## src/rtl/button_reader_pkg.sv

```systemverilog
// Shared definitions for the push-button reader: debounce FSM encoding and press-count width.
package button_reader_pkg;

  typedef enum logic [1:0] {
    ST_UP         = 2'd0,
    ST_CHECK_DOWN = 2'd1,
    ST_DOWN       = 2'd2,
    ST_CHECK_UP   = 2'd3
  } btn_state_e;

  localparam int unsigned PRESS_CNT_W = 8;

endpackage

```

## src/rtl/button_channel.sv

```systemverilog
// One button channel: 2-FF synchronizer, debounce FSM, press/release/long pulses, press counter.
// The input is already normalised so that 1 means pressed.
module button_channel
  import button_reader_pkg::*;
#(
  parameter int unsigned DEBOUNCE_CYCLES = 1_000_000,
  parameter int unsigned LONG_CYCLES     = 50_000_000
) (
  input  logic                   sys_clk,
  input  logic                   sys_rst,
  input  logic                   btn_raw,
  output logic                   level,
  output logic                   press_pulse,
  output logic                   release_pulse,
  output logic                   long_pulse,
  output logic [PRESS_CNT_W-1:0] press_count
);

  localparam int unsigned DEB_W  = $clog2(DEBOUNCE_CYCLES);
  localparam int unsigned LONG_W = $clog2(LONG_CYCLES);
  localparam logic [DEB_W-1:0]  DEB_LAST  = DEB_W'(DEBOUNCE_CYCLES - 1);
  localparam logic [LONG_W-1:0] LONG_LAST = LONG_W'(LONG_CYCLES - 1);

  logic [1:0]             sync_q;
  btn_state_e             state_q, state_d;
  logic [DEB_W-1:0]       deb_cnt_q, deb_cnt_d;
  logic [LONG_W-1:0]      long_cnt_q;
  logic                   long_done_q;
  logic                   level_q, press_q, release_q, long_q;
  logic [PRESS_CNT_W-1:0] count_q;
  logic                   btn_in;
  logic                   press_c, release_c, held_c, long_fire_c;

  assign btn_in = sync_q[1];

  // Synchronizer resets to the released value
  always_ff @(posedge sys_clk) begin
    if (sys_rst) sync_q <= '0;
    else         sync_q <= {sync_q[0], btn_raw};
  end

  always_ff @(posedge sys_clk) begin
    if (sys_rst) begin
      state_q   <= ST_UP;
      deb_cnt_q <= '0;
    end else begin
      state_q   <= state_d;
      deb_cnt_q <= deb_cnt_d;
    end
  end

  // Debounce next-state: a level must be seen DEBOUNCE_CYCLES times in CHECK before acceptance
  always_comb begin
    state_d   = state_q;
    deb_cnt_d = deb_cnt_q;
    unique case (state_q)
      ST_UP: begin
        if (btn_in) begin
          state_d   = ST_CHECK_DOWN;
          deb_cnt_d = '0;
        end
      end
      ST_CHECK_DOWN: begin
        if (!btn_in)                    state_d = ST_UP;
        else if (deb_cnt_q == DEB_LAST) state_d = ST_DOWN;
        else                            deb_cnt_d = deb_cnt_q + DEB_W'(1);
      end
      ST_DOWN: begin
        if (!btn_in) begin
          state_d   = ST_CHECK_UP;
          deb_cnt_d = '0;
        end
      end
      ST_CHECK_UP: begin
        if (btn_in)                     state_d = ST_DOWN;
        else if (deb_cnt_q == DEB_LAST) state_d = ST_UP;
        else                            deb_cnt_d = deb_cnt_q + DEB_W'(1);
      end
      default: state_d = ST_UP;
    endcase
  end

  assign press_c   = (state_q == ST_CHECK_DOWN) && (state_d == ST_DOWN);
  assign release_c = (state_q == ST_CHECK_UP) && (state_d == ST_UP);
  assign held_c    = (state_q == ST_DOWN) || (state_q == ST_CHECK_UP);
  // Suppressed on the release edge so long and release never coincide
  assign long_fire_c = held_c && (long_cnt_q == LONG_LAST) && !long_done_q && (state_d != ST_UP);

  always_ff @(posedge sys_clk) begin
    if (sys_rst) begin
      level_q     <= 1'b0;
      press_q     <= 1'b0;
      release_q   <= 1'b0;
      long_q      <= 1'b0;
      long_cnt_q  <= '0;
      long_done_q <= 1'b0;
      count_q     <= '0;
    end else begin
      level_q   <= (state_d == ST_DOWN) || (state_d == ST_CHECK_UP);
      press_q   <= press_c;
      release_q <= release_c;
      long_q    <= long_fire_c;
      if (press_c)                                 long_cnt_q <= '0;
      else if (held_c && long_cnt_q != LONG_LAST)  long_cnt_q <= long_cnt_q + LONG_W'(1);
      if (long_fire_c)             long_done_q <= 1'b1;
      else if (state_d == ST_UP)   long_done_q <= 1'b0;
      if (press_c) count_q <= count_q + PRESS_CNT_W'(1);
    end
  end

  assign level         = level_q;
  assign press_pulse   = press_q;
  assign release_pulse = release_q;
  assign long_pulse    = long_q;
  assign press_count   = count_q;

endmodule

```

## src/rtl/button_reader.sv

```systemverilog
// Debounced push-button reader: per-channel debounce with press/release/long pulses and
// wrapping press counters packed 8 bits per channel.
module button_reader
  import button_reader_pkg::*;
#(
  parameter int unsigned N_BTN           = 4,
  parameter int unsigned DEBOUNCE_CYCLES = 1_000_000,
  parameter int unsigned LONG_CYCLES     = 50_000_000,
  parameter int unsigned ACTIVE_LOW      = 0
) (
  input  logic                         sys_clk,
  input  logic                         sys_rst,
  input  logic [N_BTN-1:0]             user_btn,
  output logic [N_BTN-1:0]             btn_level,
  output logic [N_BTN-1:0]             btn_press,
  output logic [N_BTN-1:0]             btn_release,
  output logic [N_BTN-1:0]             btn_long,
  output logic [PRESS_CNT_W*N_BTN-1:0] press_count
);

  logic [N_BTN-1:0] btn_norm;

  // Normalise so 1 means pressed; a reset synchronizer then holds the released value either way
  assign btn_norm = (ACTIVE_LOW != 0) ? ~user_btn : user_btn;

  for (genvar i = 0; i < N_BTN; i++) begin : g_ch
    button_channel #(
      .DEBOUNCE_CYCLES (DEBOUNCE_CYCLES),
      .LONG_CYCLES     (LONG_CYCLES)
    ) u_ch (
      .sys_clk       (sys_clk),
      .sys_rst       (sys_rst),
      .btn_raw       (btn_norm[i]),
      .level         (btn_level[i]),
      .press_pulse   (btn_press[i]),
      .release_pulse (btn_release[i]),
      .long_pulse    (btn_long[i]),
      .press_count   (press_count[PRESS_CNT_W*i +: PRESS_CNT_W])
    );
  end

endmodule

```

## config.mk

```make
export PLATFORM = sky130hd
export DESIGN_NAME = button_reader
export DESIGN_NICKNAME = d
export VERILOG_FILES = /design/src/rtl/button_reader_pkg.sv /design/src/rtl/button_channel.sv /design/src/rtl/button_reader.sv
export SDC_FILE = /design/constraint.sdc
export NUM_CORES = 1
export LEC_CHECK = 0
export ABC_CLOCK_PERIOD_IN_PS = 3350
export BUFFER_PORTS_ARGS = -buffer_cell sky130_fd_sc_hd__buf_2
export CAP_MARGIN = 20
export CELL_PAD_IN_SITES_DETAIL_PLACEMENT = 1
export CELL_PAD_IN_SITES_GLOBAL_PLACEMENT = 2
export CORE_UTILIZATION = 43
export CTS_BUF_LIST = sky130_fd_sc_hd__clkbuf_8
export DETAILED_ROUTE_END_ITERATION = 16
export GPL_TIMING_DRIVEN = 0
export PLACE_DENSITY_LB_ADDON = 0.3
export SLEW_MARGIN = 20
export SYNTH_ARGS = -nofsm -noshare
export SYNTH_HDL_FRONTEND = slang
export SYNTH_SLANG_ARGS = --single-unit
```

## constraint.sdc

```tcl
create_clock -name sys_clk -period 3.35 [get_ports sys_clk]
set_input_delay 0.67 -clock sys_clk [delete_from_list [all_inputs] [get_ports sys_clk]]
set_output_delay 0.67 -clock sys_clk [all_outputs]
set_load 0.02 [all_outputs]
```

==> results.md, run 1 <==
* RSZ-0062 raised after global routing: no
* GRT Total Usage at about 23%
* # fillers at approximately 3300
* Die span in x at ~170 µm
* Worst slew margin at approximately 31%
* CP Buf/Inv Count at 1
* P per Cell Area at around 450 nW/µm²
* Worst slack, placed at between 200 and 250 ps
* Worst-Skew Late Latency at 560 ps
* # rows at 60
* Initial Utilization at between 40% and 50%
* Clock root buffer: clkbuf_8
* Most used cell, CP: nor4_1
* CTS tree: yes
* Wire per inst at about 17 µm
* Syn avg cell area at between 8 and 9 µm²
* CP startpoint: g_ch[1].u_ch.deb_cnt_q[6]
* CTS clk-pin slew, worst paths at 60 ps
* Post-CTS repair timing setup buffer count at 0
* # DRC at 0
* FMAX at around 370 MHz
* Resized cells post-CTS at 0
* Run status: completed
* Setup TNS at 0 ps
* Number of global-route vias before repair at roughly 11000
* Fin crit period at approximately 2700 ps
* Cts hold-fix bufs at 0
* LEAKAGE at slightly below 5 nW
* # Max-Cap Violations at 0
* Worst Path Max Fanout at 10
* Top delay family on crit path: simple AND/OR/NAND/NOR gates
* Share of cells above drive strength 1 at between 10% and 20%
* Iter 0 DRT Violations at 497
* CTS buffer count at 45
* Final core utilization at between 50 and 60%
* Cell count after synthesis at 1400
* Final Worst Setup Slack at 661 ps
* Port-buffer cells at 52
* Final period util at 80.3%
* Worst EP required at 3790 ps
* Vias/cell at between 5 and 6
* Initial antenna violation count at 0
* Worst path slowest cell: nor4_1
* Sequential-to-total area share from yosys stat at 42.3%
* Synth area leaders: dfxtp_1, nor2_1, xor2_1, nand4_1, xnor2_1
* CP Class: register to register
* DP Wirelength at ~23 mm
* Largest net degree at the start of global routing at 12
* # clock sinks at roughly 250
* ANT nets after route at 0
* Number of synthesized flops with an enable pin at 0
* Final WL at 32.3 mm
* Slew Viols, Final at 0
* GPL Wtd Cong at a little over 0.8
* Library cells used by synthesis at 62
* Setup Skew at 14.3 ps
* H-tree levels at 2
* Placed Cells incl. Taps at 1824
* Flop and latch count out of synthesis at between 200 and 300
* Deepest clock path buffer count at 3
* Worst Setup End Kind: register
* R2R Path Start: g_ch[1].u_ch.deb_cnt_q[6]
* Slew at the pin closest to its max-slew limit at ~1000 ps
* CP Launch Type: register
* Synth Net Count at around 1400
* Arr. time, crit path at between 3000 and 4000 ps
* Area Overhead vs Synth at 14.2%
* Top cell type's share of synthesized area at a little over two fifths
* Final setup fails at 0
* Total global routing overflow at 0
* TritonRoute pass-1 iters at 5
* Crit path largest cell delay at between 700 and 800 ps
* Total number of vias at 10700
* Io pins at 54
* Post-synthesis cell area at 11900 µm²
* Non-Filler Instances at 1906
* Final Net Count at ~1500
* Ys Warns at 0
* Cell Chain, Critical Path: clkbuf_1 > nor4_1 > nand4_1 > nor4_1 > nand3_1 > mux2_1
* Fin. Hold Viols at 0
* Core Area at between 20000 and 30000 µm²
* HP Class: input port to register
* Peak VDD IR at about 0.00034 V
* Commonest non-fill, non-tap cell in the layout: dfxtp_1
* Asr flop ratio synth at 0%
* Most frequent cells in the layout: dfxtp_1, nor2_1, nand2_1, nand3_1, a21oi_1
* Hold_sp: user_btn[2]
* First-pass GRT wire length at 54.5 mm
* Largest area contributor in the netlist: dfxtp_1
* Die area at 28400 µm²
* Die Span Y at between 150 and 200 µm
* Post-synth top flop: dfxtp_1
* Diodes inserted at 0
layout make-up:
type	instances	area, µm²	area share, %
buffer	63	335	2.46
clock buffer	54	743	5.45
clock inverter	28	208	1.52
inverter	21	78.8	0.578
multi-input combinational	1064	6500	47.7
sequential	252	5040	37.0
tap	372	465	3.41
timing repair buffer	52	260	1.91
Yosys cell counts, types with 12 or more instances:
| cell | number |
|---|---|
| a21oi_1 | 80 |
| and3_1 | 35 |
| and4_1 | 19 |
| buf_4 | 18 |
| clkbuf_1 | 31 |
| dfxtp_1 | 252 |
| ha_1 | 12 |
| inv_1 | 20 |
| nand2_1 | 97 |
| nand3_1 | 85 |
| nand4_1 | 73 |
| nor2_1 | 188 |
| nor2b_1 | 21 |
| nor3_1 | 33 |
| nor4_1 | 34 |
| o2111ai_1 | 12 |
| o211ai_1 | 12 |
| o21ai_0 | 26 |
| o21ai_1 | 24 |
| o31ai_1 | 18 |
| or3_1 | 22 |
| or4_1 | 30 |
| xnor2_1 | 52 |
| xor2_1 | 79 |
final timing paths:
check,cells past startpoint,to,slack [ps]
setup / recovery,6,g_ch[1].u_ch.press_count[7],660
hold / removal,2,g_ch[2].u_ch.sync_q[0],360
setup reg to reg,6,g_ch[1].u_ch.press_count[7],660
hold reg to reg,1,g_ch[3].u_ch.sync_q[1],440
cells by family (layout without fill, tap and decap cells):
kind of cell	after synthesis	count (layout)	share of synthesized area, %
buffers and inverters	84	218	3.47
xor gates and xnor gates	131	131	9.61
and+or+nand+nor	704	704	31.6
adders and majority gates	12	12	1.26
DFF	252	252	42.3
AOI/OAI and AO/OA	198	198	10.1
muxes	19	19	1.68
registers in the layout, summed over array words and instances (netlist names):
register                 flops
g_ch.u_ch.sync_q             8
g_ch.u_ch.release_pulse      4
g_ch.u_ch.long_pulse         4
g_ch.u_ch.deb_cnt_q         80
g_ch.u_ch.state_q            8
g_ch.u_ch.long_cnt_q       104
g_ch.u_ch.press_count       32
g_ch.u_ch.press_pulse        4
g_ch.u_ch.long_done_q        4
g_ch.u_ch.level              4
power breakdown:
group / internal, mW / leakage, nW / switching [mW] / total [mW]
clock network: 1.70 / 0.535 / 1.34 / 3.04
logic: 0.0265 / 2.25 / 0.102 / 0.128
registers: 3.00 / 2.03 / 0.00615 / 3.01
total: 4.73 / 4.82 / 1.45 / 6.18
per-stage QoR:
step | instance area (µm²) | power, mW | hold WS, ps
after CTS | 13600 | 6.27 | 323
final | 13600 | 6.18 | 356
after global placement | 12700 | 3.21 | 417
after detailed placement | 12700 | 3.21 | 417
after global routing | 13600 | 6.43 | 341
after floorplan | 11900 | 3.15 | 400
per-layer routing:
metal	part of all wire [%]	up-vias	GRT usage, %	routed length (µm)
li1	-	5281	-	-
met1	47	5206	30.0	15300
met2	47	153	39.2	15100
met3	3.5	53	3.67	1140
met4	2.1	0	7.00	679
met5	0	-	0	0
Power figures use the tool's default switching activity.
==> run 2: changes to the inputs <==
ABC_AREA = 1   (was unset)
ABC_CLOCK_PERIOD_IN_PS = 2700   (was 3350)
CORE_UTILIZATION = 36   (was 43)
clock period = 2.7 ns   (was 3.35 ns; I/O delays follow)
==> run 2 against run 1 <==
Count of clock-buffer cells in the layout increased by 8. Core utilization decreased by 9.0 points. Synthesized cell count increased by 64%. Global-route usage decreased by 0.96 points. Sequential cell count unchanged. Critical path type unchanged. Clock power increased by 24%. Largest power group unchanged. Highest routed layer unchanged. Via count increased by 37%. Area after synthesis increased by 22%. Sequential power increased by 25%. Combinational power increased by 66%.
==> results.md, run 2 <==
* Run status: completed
* Worst slew margin at between 40% and 50%
* Worst EP required at between 3000 and 4000 ps
* Number of synthesized flops with an enable pin at 0
* Number of global-route vias before repair at ~15000
* Synth Net Count at about 2300
* Final setup fails at 0
* Worst Setup End Kind: register
* Flop and latch count out of synthesis at around 250
* RSZ-0062 raised after global routing: no
* Max FFs per register at 104
* Cell count after synthesis at between 2000 and 2500
* Cell Chain, Critical Path: ha_1 > nand2_2 > nor2_4 > nand4_2 > nor2_4 > nand3_1 > nor3_1
* P per Cell Area at roughly 470 nW/µm²
* Placed Cells incl. Taps at 2873
* # rows at 73
* # clock sinks at about 250
* Share of cells above drive strength 1 at approximately a tenth
* Setup TNS at 0 ps
* CP Buf/Inv Count at 0
* Total global routing overflow at 0
* Worst Path Max Fanout at 8
* Worst hold path depth at 3
* Worst slack, placed at between 70 and 80 ps
* Asr flop ratio synth at 0%
* Largest Register: g_ch.u_ch.long_cnt_q
* Deepest clock path buffer count at 3
* Diodes inserted at 0
* Core Area at 39700 µm²
* Most used cell, CP: nor2_4
* CP Class: register to register
* FMAX at ~440 MHz
* Tot Pwr at between 7 and 8 mW
* Met2 WL post-DR at a little over 20 mm
* Crit path largest cell delay at between 600 and 700 ps
* CP startpoint: g_ch[0].u_ch.long_cnt_q[0]
* Io pins at 54
* Synth area leaders: dfxtp_1, nand2_1, nor2_1, inv_1, nand3_1
* Vias/cell at approximately 5
* Cts hold-fix bufs at 0
* GPL Wtd Cong at ~0.86
* Worst path slowest cell: nor3_1
* HP Class: input port to register
* Total number of vias at 14600
* CP Launch Type: register
* Fin. Hold Viols at 0
* Peak VDD IR at 0.000327 V
* Arr. time, crit path at approximately 2700 ps
* Hold slack at between 100 and 150 ps
* Fin crit period at roughly 2300 ps
* Area Overhead vs Synth at 12.9%
* Ys Warns at 0
* Syn avg cell area at between 6 and 7 µm²
* Largest net degree at the start of global routing at 13
* Stages on worst setup path at 7
* R2R Path Start: g_ch[0].u_ch.long_cnt_q[0]
* Post-CTS repair timing setup buffer count at 0
* Post-synthesis cell area at approximately 15000 µm²
* Most frequent cells in the layout: nand2_1, nor2_1, dfxtp_1, inv_1, nand3_1
* Die span in x at between 200 and 250 µm
* Final core utilization at about two fifths
* CTS clk-pin slew, worst paths at 60 ps
* Slew Viols, Final at 0
* Dpl cell area at 15400 µm²
* Port-buffer cells at 53
* Final Worst Setup Slack at 409 ps
* Non-Filler Instances at 2958
* Final period util at a little over four fifths
* # Max-Cap Violations at 0
* Wire per inst at between 10 and 15 µm
* Die Span Y at slightly above 200 µm
* Iter 0 DRT Violations at approximately 560
* CTS buffer count at 49
* ANT nets after route at 0
* Top-count cell post-synth: nand2_1
* Sequential-to-total area share from yosys stat at 34.7%
* Post-synth top flop: dfxtp_1
* Final Net Count at ~2400
* H-tree levels at 2
* Top delay family on crit path: simple AND/OR/NAND/NOR gates
* Slew at the pin closest to its max-slew limit at around 890 ps
* Resized cells post-CTS at 0
* Synth top cells by count: nand2_1, nor2_1, dfxtp_1
* M1 WL at approximately 21 mm
* Initial Utilization at approximately 37%
* Worst reg2reg path depth at 7
* Library cells used by synthesis at between 40 and 50
* LEAKAGE at a little over 6 nW
* GRT Total Usage at between 20 and 25%
* Clock root buffer: clkbuf_8
* Worst-Skew Late Latency at just over 600 ps
* Setup Skew at approximately 20 ps
* Final WL at approximately 44 mm
* Commonest non-fill, non-tap cell in the layout: nand2_1
* Die area at 41100 µm²
* CTS tree: yes
* Top cell type's share of synthesized area at about a third
* Max Used Layer: met4
* Hold_sp: user_btn[0]
* DP Wirelength at 33.7 mm
* WL met3 at 1.47 mm
* Largest area contributor in the netlist: dfxtp_1
* TritonRoute pass-1 iters at 7
* # DRC at 0
* Initial antenna violation count at 1
* First-pass GRT wire length at 74.9 mm
* Design area at ~16000 µm²
## run 2: cell types whose count changed after synthesis, sizes merged, moves of 35 or more
cell,before,now
and3,35,0
nand2,97,755
a21oi,80,155
nor2,189,419
nand3,85,150
inv,20,205
## run 2: worst register-to-register path, stage by stage, from the launching register on
cell	delay (ps)
dfxtp_1	370
ha_1	350
nand2_2	110
nor2_4	230
nand4_2	150
nor2_4	170
nand3_1	140
nor3_1	610
## run 2: area by class of cell
class | instances | area [µm²]
inverters | 206 | 774
clock buffers | 62 | 853
repair buffers | 53 | 265
clock inverters | 23 | 97.6
fillers | 5324 | 23300
multi-input cells | 1769 | 8250
flip-flops and latches | 252 | 5040
well taps | 525 | 657
plain buffers | 68 | 455
## run 2: kinds of logic (layout without fill, tap and decap cells)
logic type,count (synthesis),count (layout),share of synthesized area [%]
simple gates,1467,1467,43.1
buf+inv,274,412,8.47
flops,252,252,34.7
compound gates,213,213,8.03
xor+xnor,77,77,4.64
fa+ha+maj,12,12,1.03
## run 2: report_power, final
group          internal [mW]  total, mW  switching, mW
combinational         0.0466      0.212          0.166
clock                   2.04       3.77           1.73
sequential              3.74       3.75         0.0142
## run 2: per-layer routing
metal / global-route usage (%) / vias to the layer above
met4: 7.92 / 0
met3: 3.37 / 87
met1: 28.5 / 6851
met2: 37.1 / 182
li1: - / 7496
met5: 0 / -
## run 2: path summary, 6_finish.rpt
check                                          endpoint  slack [ps]
worst max-delay path            g_ch[0].u_ch.long_pulse         410
worst min-delay path             g_ch[0].u_ch.sync_q[0]         140
worst max register to register  g_ch[0].u_ch.long_pulse         410
worst min register to register   g_ch[3].u_ch.sync_q[1]         390
==> run 3: changes to the inputs <==
ABC_CLOCK_PERIOD_IN_PS = 2100   (was 2700)
CORE_UTILIZATION = 32   (was 36)
clock period = 2.1 ns   (was 2.7 ns; I/O delays follow)
==> run 3 against run 2 <==
Critical path depth increased by 4. Clock skew increased by 9.1 ps. Largest power group unchanged. Core utilization decreased by 3.5 points. Clock power increased by 38%. Register-to-register slack got worse by 270 ps.
==> results.md, run 3 (synthesis results as in run 2) <==
* Run status: completed
* Non-Filler Instances at 3038
* LEAKAGE at approximately 6.1 nW
* Largest net degree at the start of global routing at 13
* Number of global-route vias before repair at between 15000 and 20000
* # DRC at 0
* TritonRoute pass-1 iters at 4
* CTS buffer count at 50
* Fin crit period at between 1500 and 2000 ps
* Vias/cell at between 4 and 5
* Setup TNS at 0 ps
* P per Cell Area at between 600 and 700 nW/µm²
* Commonest non-fill, non-tap cell in the layout: nand2_1
* Core Area at 44500 µm²
* Final setup fails at 0
* CP Launch Type: register
* Deepest clock path buffer count at 3
* First-pass GRT wire length at 76.5 mm
* FMAX at slightly above 500 MHz
* Final Worst Setup Slack at approximately 140 ps
* Area Overhead vs Synth at 15.9%
* DP Wirelength at about 34 mm
* Io pins at between 50 and 60
* Dpl cell area at between 15000 and 20000 µm²
* Total global routing overflow at 0
* Port-buffer cells at 53
* Max FFs per register at between 100 and 150
* Clock root buffer: clkbuf_8
* Fin. Hold Viols at 0
* Die Span Y at between 200 and 250 µm
* Wire per inst at around 15 µm
* Final WL at ~46 mm
* Largest Register: g_ch.u_ch.long_cnt_q
* Arr. time, crit path at ~2500 ps
* # clock sinks at around 250
* Diodes inserted at 0
* H-tree levels at 2
* GPL Wtd Cong at approximately 0.84
* Setup Skew at slightly below 30 ps
* Design area at about 17000 µm²
* Worst EP required at about 2700 ps
* Die area at 46200 µm²
* ANT nets after route at 0
* Placed Cells incl. Taps at 2940
* Share of cells above drive strength 1 at about an eighth
* CTS tree: yes
* Worst slack, placed at -328 ps
* CTS clk-pin slew, worst paths at 60 ps
* Most frequent cells in the layout: nand2_1, nor2_1, dfxtp_1, inv_1, a21oi_1
* Worst-Skew Late Latency at ~630 ps
* Slew Viols, Final at 0
* Worst Setup End Kind: register
* CP Class: register to register
* Iter 0 DRT Violations at just over 700
* # Max-Cap Violations at 0
* Initial antenna violation count at 1
* HP Class: input port to register
* Worst slew margin at 41.4%
* Final period util at roughly 93%
* Peak VDD IR at between 0.0004 and 0.0005 V
* Initial Utilization at approximately a third
* Final Net Count at roughly 2400
* Slew at the pin closest to its max-slew limit at 879 ps
* GRT Total Usage at about a fifth
* Hold slack at roughly 240 ps
* # rows at 77
* Total number of vias at around 15000
* Die span in x at between 200 and 250 µm
* Worst Path Max Fanout at 8
run 3: cell count changes in the layout (fill, tap and decap cells not counted), sizes merged:
cell and delta:
bufinv +2, inv -4, buf +9, clkbuf +2, dlygate4sd3 +4
run 3: final cells by class:
cell class	count	area, µm²
Buffer	68	463
Timing Repair Buffer	67	380
Multi-Input combinational cell	1769	8400
Fill cell	5867	27700
Tap cell	592	741
Inverter	206	778
Clock buffer	63	867
Sequential cell	252	5050
Clock inverter	21	144
run 3: per-stage QoR:
step / total power, mW / utilization (%)
CTS: 10.5 / 37.4
finish: 10.3 / 37.8
detailed placement: 5.20 / 34.9
global route: 10.8 / 37.8
floorplan: 5.08 / -
global placement: 5.20 / 34.9
run 3: worst paths after layout:
check / slack [ps] / endpoint / cells past startpoint / start
hold reg to reg: 410 / g_ch[3].u_ch.sync_q[1] / 2 / g_ch[3].u_ch.sync_q[0]
setup / recovery: 140 / g_ch[0].u_ch.deb_cnt_q[9] / 11 / g_ch[0].u_ch.deb_cnt_q[1]
setup reg to reg: 140 / g_ch[0].u_ch.deb_cnt_q[9] / 11 / g_ch[0].u_ch.deb_cnt_q[1]
hold / removal: 240 / g_ch[0].u_ch.press_pulse / 2 / sys_rst
run 3: repair_timing:
action / CTS / global route
hold endpoints to repair: 4 / 0
hold buffers: 4 / 0
resized for setup: 13 / 35
setup buffers: 3 / 7
pin swaps: 2 / 6
gates cloned: 0 / 0
endpoints found under the setup margin: 84 / 168
run 3: report_power, final:
| part | switching [mW] | internal (mW) |
|---|---|---|
| combinational | 0.216 | 0.0690 |
| sequential | 0.0203 | 4.80 |
| clock | 2.30 | 2.91 |
| total | 2.53 | 7.79 |
run 3: per-layer routing:
| metal | vias to the layer above | part of all wire, % | global-route usage [%] | routed length (µm) |
|---|---|---|---|---|
| met4 | 0 | 2.1 | 5.89 | 939 |
| met2 | 145 | 45 | 33.0 | 20700 |
| met3 | 62 | 3.3 | 3.40 | 1510 |
| li1 | 7532 | - | - | - |
| met5 | - | 0 | 0 | 0 |
| met1 | 7085 | 49 | 26.6 | 22500 |
run 3: critical path, stage by stage, from the launching register on:
cell and delay [ps]:
dfxtp_1 380, ha_2 230, nand3_2 160, nor2_4 180, nand2_1 120, nor2_4 190, nor2_2 90, nand2_1 80
nand2_2 140, inv_4 150, nand2_1 80, nor2_1 90
